[config.mk]
export PLATFORM = sky130hd
export DESIGN_NAME = expr_pipe_lanes
export DESIGN_NICKNAME = d
export VERILOG_FILES = /design/src/rtl/expr_pipe_pkg.sv /design/src/rtl/expr_pipe_lanes_lane.sv /design/src/rtl/expr_pipe_lanes.sv
export SDC_FILE = /design/constraint.sdc
export NUM_CORES = 1
export LEC_CHECK = 0
export ABC_AREA = 1
export ABC_CLOCK_PERIOD_IN_PS = 4800
export CAP_MARGIN = 20
export CORE_ASPECT_RATIO = 1.4
export CORE_MARGIN = 1
export CORE_UTILIZATION = 55
export DETAILED_ROUTE_END_ITERATION = 10
export PLACE_DENSITY = 0.78
export SYNTH_ARGS = -nofsm -noshare
export SYNTH_HDL_FRONTEND = slang
export SYNTH_SLANG_ARGS = --single-unit
[constraint.sdc]
create_clock -name clk -period 4.8 [get_ports clk]
set_input_delay 0.48 -clock clk [delete_from_list [all_inputs] [get_ports clk]]
set_output_delay 0.48 -clock clk [all_outputs]
set_load 0.02 [all_outputs]
[src/rtl/expr_pipe_pkg.sv]
`default_nettype none
// ============================================================================
//  Module      : expr_pipe_pkg
//  Description : Shared opcode encodings and helper functions for the
//                expr_pipe_lanes lane array.
//                OP_ADD..OP_SEL   3-bit lane opcodes
//                shamt_w()        width of the shift-amount field of operand b
//                sat_bound()      saturation limit for a lane's signedness
//                                 (used when EXPR_PIPE_SAT_EN is defined)
//  Revision    : 1.0 - initial release
// ============================================================================
package expr_pipe_pkg;

    localparam logic [2:0] OP_ADD  = 3'd0;
    localparam logic [2:0] OP_SUB  = 3'd1;
    localparam logic [2:0] OP_MUL  = 3'd2;
    localparam logic [2:0] OP_SHL  = 3'd3;
    localparam logic [2:0] OP_SHR  = 3'd4;
    localparam logic [2:0] OP_LT   = 3'd5;
    localparam logic [2:0] OP_XNOR = 3'd6;
    localparam logic [2:0] OP_SEL  = 3'd7;

    // Shift amount is b[clog2(w):0], i.e. one bit wider than needed to
    // express w-1, so that shifts >= w are observable.
    function automatic int shamt_w(input int w);
        return $clog2(w) + 1;
    endfunction

    // Saturation limit of a w-bit lane (w <= 63); only the low w bits of the
    // returned value are meaningful. The signed minimum is returned as the
    // two's-complement pattern 100..0.
    function automatic logic [63:0] sat_bound(input int w, input logic sgn,
                                              input logic upper);
        logic [63:0] one;
        one = 64'd1;
        if (sgn) begin
            return upper ? ((one << (w - 1)) - one) : ~((one << (w - 1)) - one);
        end
        return upper ? ((one << w) - one) : 64'd0;
    endfunction

endpackage
`default_nettype wire

[src/rtl/expr_pipe_lanes_lane.sv]
`default_nettype none
// ============================================================================
//  Module      : expr_lane
//  Description : Combinational single-lane expression evaluator.
//                i_op  [2:0]   opcode (see expr_pipe_pkg)
//                i_sgn         1 = operands are two's complement
//                i_a, i_b      W-bit operands
//                o_y           W-bit result
//                o_ovf         ADD/SUB/MUL result out of W-bit range
//                Build macro EXPR_PIPE_SAT_EN: overflowing ADD/SUB/MUL clamp
//                to the lane's max/min instead of wrapping.
//  Revision    : 1.0 - initial release
// ============================================================================
module expr_lane
    import expr_pipe_pkg::*;
#(
    parameter int W = 6
) (
    input  logic [2:0]   i_op,
    input  logic         i_sgn,
    input  logic [W-1:0] i_a,
    input  logic [W-1:0] i_b,
    output logic [W-1:0] o_y,
    output logic         o_ovf
);

    localparam int c_xw = 2 * W + 1;
    localparam int c_sw = shamt_w(W);
    localparam logic [c_sw-1:0] c_w_amt = c_sw'(W);

    logic [c_xw-1:0] w_ax;
    logic [c_xw-1:0] w_bx;
    logic [c_xw-1:0] w_full;
    logic [c_sw-1:0] w_sh;
    logic            w_sh_big;
    logic            w_lt;
    logic            w_arith;
    logic            w_oor;
    logic [W-1:0]    w_y;

    // Operands extended to full intermediate precision per lane signedness.
    assign w_ax     = {{(W + 1){i_sgn & i_a[W-1]}}, i_a};
    assign w_bx     = {{(W + 1){i_sgn & i_b[W-1]}}, i_b};
    assign w_sh     = i_b[c_sw-1:0];
    assign w_sh_big = (w_sh >= c_w_amt);
    assign w_lt     = i_sgn ? ($signed(i_a) < $signed(i_b)) : (i_a < i_b);

    always_comb begin
        w_full  = '0;
        w_arith = 1'b0;
        w_y     = '0;
        case (i_op)
            OP_ADD: begin
                w_full  = w_ax + w_bx;
                w_arith = 1'b1;
                w_y     = w_full[W-1:0];
            end
            OP_SUB: begin
                w_full  = w_ax - w_bx;
                w_arith = 1'b1;
                w_y     = w_full[W-1:0];
            end
            OP_MUL: begin
                w_full  = w_ax * w_bx;
                w_arith = 1'b1;
                w_y     = w_full[W-1:0];
            end
            OP_SHL: w_y = w_sh_big ? '0 : (i_a << w_sh);
            OP_SHR: begin
                if (w_sh_big) begin
                    w_y = {W{i_sgn & i_a[W-1]}};
                end else if (i_sgn) begin
                    w_y = $signed(i_a) >>> w_sh;
                end else begin
                    w_y = i_a >> w_sh;
                end
            end
            OP_LT:   w_y = {{(W - 1){1'b0}}, w_lt};
            OP_XNOR: w_y = i_a ~^ i_b;
            OP_SEL:  w_y = (i_a != '0) ? i_b : ~i_b;
            default: w_y = '0;
        endcase
    end

    // Out of range: unsigned needs all bits above W clear; signed needs the
    // top W+2 bits to be a pure sign extension.
    assign w_oor = i_sgn ? !((&w_full[c_xw-1:W-1]) || (~|w_full[c_xw-1:W-1]))
                         : (|w_full[c_xw-1:W]);
    assign o_ovf = w_arith & w_oor;

`ifdef EXPR_PIPE_SAT_EN
    logic [63:0] w_hi64;
    logic [63:0] w_lo64;
    assign w_hi64 = sat_bound(W, i_sgn, 1'b1);
    assign w_lo64 = sat_bound(W, i_sgn, 1'b0);
    // A negative full-precision result (MSB set) can only overflow downward.
    assign o_y = o_ovf ? (w_full[c_xw-1] ? w_lo64[W-1:0] : w_hi64[W-1:0]) : w_y;
`else
    assign o_y = w_y;
`endif

endmodule
`default_nettype wire

[src/rtl/expr_pipe_lanes.sv]
`default_nettype none
// ============================================================================
//  Module      : expr_pipe_lanes
//  Description : LANES independent expression lanes feeding a STAGES-deep
//                elastic valid/ready pipeline plus a completed-output counter.
//                clk, reset        clock, synchronous active-high reset
//                in_valid/in_ready input handshake
//                in_op, in_sgn     per-lane opcode (3 bits) and signed flag
//                in_a, in_b        per-lane W-bit operands, lane 0 in LSBs
//                out_valid/ready   output handshake
//                out_y, out_ovf    per-lane result and overflow flag
//                out_cnt           output handshakes, wraps mod 2^CNT_W
//                Build macro EXPR_PIPE_SAT_EN: saturating ADD/SUB/MUL.
//  Revision    : 1.0 - initial release
// ============================================================================
module expr_pipe_lanes
    import expr_pipe_pkg::*;
#(
    parameter int W      = 6,
    parameter int LANES  = 3,
    parameter int STAGES = 2,
    parameter int CNT_W  = 16
) (
    input  logic                 clk,
    input  logic                 reset,
    input  logic                 in_valid,
    output logic                 in_ready,
    input  logic [3*LANES-1:0]   in_op,
    input  logic [LANES-1:0]     in_sgn,
    input  logic [W*LANES-1:0]   in_a,
    input  logic [W*LANES-1:0]   in_b,
    output logic                 out_valid,
    input  logic                 out_ready,
    output logic [W*LANES-1:0]   out_y,
    output logic [LANES-1:0]     out_ovf,
    output logic [CNT_W-1:0]     out_cnt
);

    localparam int c_dw = W * LANES;

    logic [c_dw-1:0]   w_lane_y;
    logic [LANES-1:0]  w_lane_ovf;

    logic [STAGES-1:0] r_vld_q;
    logic [STAGES-1:0] w_vld_d;
    logic [c_dw-1:0]   r_y_q   [STAGES];
    logic [c_dw-1:0]   w_y_d   [STAGES];
    logic [LANES-1:0]  r_ovf_q [STAGES];
    logic [LANES-1:0]  w_ovf_d [STAGES];
    logic [STAGES-1:0] w_adv;
    logic              w_adv_up;
    logic              w_fire;
    logic [CNT_W-1:0]  r_cnt_q;
    logic [CNT_W-1:0]  w_cnt_d;

    genvar gi;
    generate
        for (gi = 0; gi < LANES; gi++) begin : g_lane
            expr_lane #(
                .W (W)
            ) u_lane (
                .i_op  (in_op[3*gi +: 3]),
                .i_sgn (in_sgn[gi]),
                .i_a   (in_a[W*gi +: W]),
                .i_b   (in_b[W*gi +: W]),
                .o_y   (w_lane_y[W*gi +: W]),
                .o_ovf (w_lane_ovf[gi])
            );
        end
    endgenerate

    // A stage advances when it is empty or its successor advances; the
    // last stage's successor is the downstream consumer.
    always_comb begin
        w_adv    = '0;
        w_adv_up = out_ready;
        for (int k = STAGES - 1; k >= 0; k--) begin
            w_adv[k] = !r_vld_q[k] || w_adv_up;
            w_adv_up = w_adv[k];
        end
    end

    always_comb begin
        w_vld_d = r_vld_q;
        for (int k = 0; k < STAGES; k++) begin
            w_y_d[k]   = r_y_q[k];
            w_ovf_d[k] = r_ovf_q[k];
        end
        if (w_adv[0]) begin
            w_vld_d[0] = in_valid;
            if (in_valid) begin
                w_y_d[0]   = w_lane_y;
                w_ovf_d[0] = w_lane_ovf;
            end
        end
        for (int k = 1; k < STAGES; k++) begin
            if (w_adv[k]) begin
                w_vld_d[k] = r_vld_q[k-1];
                if (r_vld_q[k-1]) begin
                    w_y_d[k]   = r_y_q[k-1];
                    w_ovf_d[k] = r_ovf_q[k-1];
                end
            end
        end
    end

    assign w_fire  = r_vld_q[STAGES-1] & out_ready;
    assign w_cnt_d = r_cnt_q + {{(CNT_W - 1){1'b0}}, w_fire};

    always_ff @(posedge clk) begin
        if (reset) begin
            r_vld_q <= '0;
            r_cnt_q <= '0;
            for (int k = 0; k < STAGES; k++) begin
                r_y_q[k]   <= '0;
                r_ovf_q[k] <= '0;
            end
        end else begin
            r_vld_q <= w_vld_d;
            r_cnt_q <= w_cnt_d;
            for (int k = 0; k < STAGES; k++) begin
                r_y_q[k]   <= w_y_d[k];
                r_ovf_q[k] <= w_ovf_d[k];
            end
        end
    end

    assign in_ready  = w_adv[0];
    assign out_valid = r_vld_q[STAGES-1];
    assign out_y     = r_y_q[STAGES-1];
    assign out_ovf   = r_ovf_q[STAGES-1];
    assign out_cnt   = r_cnt_q;

endmodule
`default_nettype wire
==> out/results.tsv <==
stage	metric	value	unit
critical_path	timing.critical_path.fanout_max	6	
clocking	cts_hold_bufs	0	
synth	synth.distinct_cells	58	
place	place_inst	2488	
clocking	worst_skew_pair.late_latency	330	ps
synth	synth_edf_count	0	
grt	gr-total-overflow	0	
floorplan	die_h	183	um
timing	worst_hold_slack	466	ps
floorplan	die_w	131	um
critical_path	crit_path_max_incr_delay	590	ps
critical_path	cp_slowest_cell	fa_1	
grt	top_usage_layer	met2	
floorplan	num_io_pins	91	
layout	area.growth.synth_to_final	22.7	%
layout	final_cells	2510	
synth	ys_async_sr_fraction	0	
layout	final_layout_size_suffix_gt1_frac	0.158	
detailed_routing	vias	13900	
synth	synth.cell_area	0.0128	mm2
layout	postLayoutCellArea	0.0157	mm2
critical_path	worst-endpoint-required	4990	ps
detailed_routing	wl	43400	um
grt	number_of_antenna_violations_at_the_first_check_in_global_routing	1	
detailed_routing	drc	0	
floorplan	start_util	0.564	
place	placement.io_buffers	90	
detailed_routing	dr.pass1.iters	6	
job	maxCapViolCount	0	
synth	sequential_share_of_the_synthesized_area	0.0938	
place	detailedPlacementHpwl	35500	um
synth	synth_nets	2294	
detailed_routing	detail-route-antenna-nets	0	
power_and_ir_drop	irDropWorstVdd	0.341	mV
synth	ys_ff_latch	60	
layout	area.sequential	0.00120	mm2
power_and_ir_drop	total_power	4.26	mW
layout	fillers	1986	
synth	synthesized_instance_count	2003	
place	gpl.final_weighted_congestion	1.09	
layout	antenna-diode-count	0	
grt	grt_max_degree	36	
grt	total_grt_usage	0.373	
clocking	max-clock-path-buffers	2	
critical_path	worst-setup-path-type	in -> reg	
synth	synthesis.area_per_instance	6.39	um2
detailed_routing	mean_number_of_vias_per_cell	5.55	
place	dpl-instance-area	0.0150	mm2
timing	final.min_clock_period	4690	ps
layout	mostFrequentLayoutCell	nand2_1	
timing	slew_headroom	0.348	
layout	final_cell_mix	nand2_1, inv_1, nor2_1, buf_4, nand3_1	
critical_path	path_delay_family	adder cells	
grt	wire_length_of_the_first_global_routing_pass	68800	um
critical_path	crit_path_frequent_cell	fa_1	
clocking	htree_num_levels	3	
timing	finalSetupViolCount	0	
grt	groute.layer.met2.usage	0.655	
detailed_routing	routedWlPerCell	17.3	um
clocking	ctsRootBufferMaster	clkbuf_16	
status	run_status	completed	
synth	ys_warn_count	0	
detailed_routing	number_of_design_rule_violations_left_by_the_first_detailed_router_iteration	1202	
clocking	clock-sinks	60	
critical_path	crit_path_end_kind	flip-flop	
timing	final.setup_skew	5.75	ps
layout	final_core_util	0.693	
critical_path	critPathBufInv	3	
power_and_ir_drop	areal_power_density_over_the_cells	271	mW/mm2
timing	tightestPinTransition	973	ps
critical_path	path_cells	clkdlybuf4s50_1, ha_2, fa_1, inv_1, fa_1, fa_1, inv_1, fa_1, ha_4, a21oi_1, nand3_1, nand2_1, nand3_2, nor3_2, nor2_1, nor2_1, nand4_1, nand3_1, a21oi_1	
min_path	min_path_type	reg -> reg	
clocking	tritoncts.num_buffers	9	
grt	grt_pass1_vias	14000	
floorplan	std_cell_rows	65	
clocking	clock_transition_at_path_regs	60	ps
timing	final-max-slew-violation-count	0	
critical_path	type_of_element_launching_the_critical_path	primary input	
synth	synthFlopType	dfxtp_1	
power_and_ir_drop	static-leakage-power	8.34	nW
floorplan	die_area	0.0239	mm2
grt	met3_usage	0.0660	
layout	final_nets	2495	
timing	fmaxAchievable	213	MHz
critical_path	cp_data_arrival_time	4870	ps
layout	area_used_by_multi_input_combinational_logic	0.00995	mm2
floorplan	core_area	0.0227	mm2
timing	finalHoldViolations	0	
timing	finalCritPeriodShare	0.976	
grt	globalRouteMet1Util	0.402	
clocking	tritoncts	yes	
[layout make-up]
class	count	share of cell area
Multi-Input combinational cell	1445	0.633
Timing Repair Buffer	277	0.150
Inverter	411	0.0985
Sequential cell	60	0.0764
Tap cell	301	0.0240
Clock buffer	9	0.0143
Clock inverter	7	0.00334
[worst min-delay path, stage by stage (launching register included)]
cell and delay (ps):
dfxtp_1 310, nand2_1 60, a21oi_1 50
[per-layer routing]
layer	part of all wire	vias to the layer above
li1	-	6726
met1	0.37	6430
met2	0.49	570
met3	0.061	208
met4	0.075	2
met5	0.00028	-
[final timing paths]
| path | startpoint | to | slack (ps) | cells past startpoint |
|---|---|---|---|---|
| setup / recovery | in_b[16] | r_ovf_q[0][2] | 110 | 19 |
| hold / removal | r_y_q[0][13] | r_y_q[0][13] | 470 | 2 |
| setup reg to reg | r_vld_q[1] | out_cnt[14] | 2510 | 18 |
| hold reg to reg | r_y_q[0][13] | r_y_q[0][13] | 470 | 2 |
[state kept, by name, summed over array words and instances (netlist names)]
name and cells:
r_y_q 36, r_vld_q 2, out_cnt 16, r_ovf_q 6
[through the flow]
stage / setup slack [ps] / TNS (ps)
3_3_place_gp: -476 / -1250
5_1_grt: -80.5 / -114
3_5_place_dp: -546 / -1590
2_1_floorplan: 10.2 / 0
4_1_cts: 4.08 / 0
6_report: 114 / 0
[Yosys cell counts, drive strengths merged (4+ instances only)]
master / count / share of area
a211oi: 6 / 0.0035
clkbuf: 25 / 0.0073
buf: 62 / 0.030
nand4: 43 / 0.021
ha: 125 / 0.12
fa: 114 / 0.18
nand3b: 10 / 0.0059
o221ai: 4 / 0.0027
xor2: 15 / 0.010
a31oi: 11 / 0.0054
nand3: 133 / 0.054
nand2: 459 / 0.14
o211ai: 12 / 0.0070
nor2: 200 / 0.060
a21o: 5 / 0.0029
or2: 4 / 0.0020
dfxtp: 60 / 0.094
xnor2: 4 / 0.0027
nor3: 34 / 0.018
o21ai: 104 / 0.041
a21oi: 117 / 0.046
o21a: 4 / 0.0023
o31ai: 4 / 0.0023
o2111ai: 8 / 0.0055
inv: 408 / 0.12
[where the power goes]
group          internal (mW)  switching, mW
logic                   1.38           1.74
registers              0.527         0.0154
clock network          0.351          0.249
[logic make-up after synthesis]
family                     Yosys count  synth area share
adders and majority gates          239             0.300
AOI/OAI and AO/OA                  295             0.132
and+or+nand+nor                    892             0.303
DFF                                 60            0.0938
buffers and inverters              498             0.158
xor gates and xnor gates            19            0.0130
[timing repair]
item	CTS	global route
gates cloned	0	0
endpoints found under the setup margin	3	3
pin swaps	7	42
gates resized for setup	25	94
setup buffers	0	6
Power figures use the tool's default switching activity.
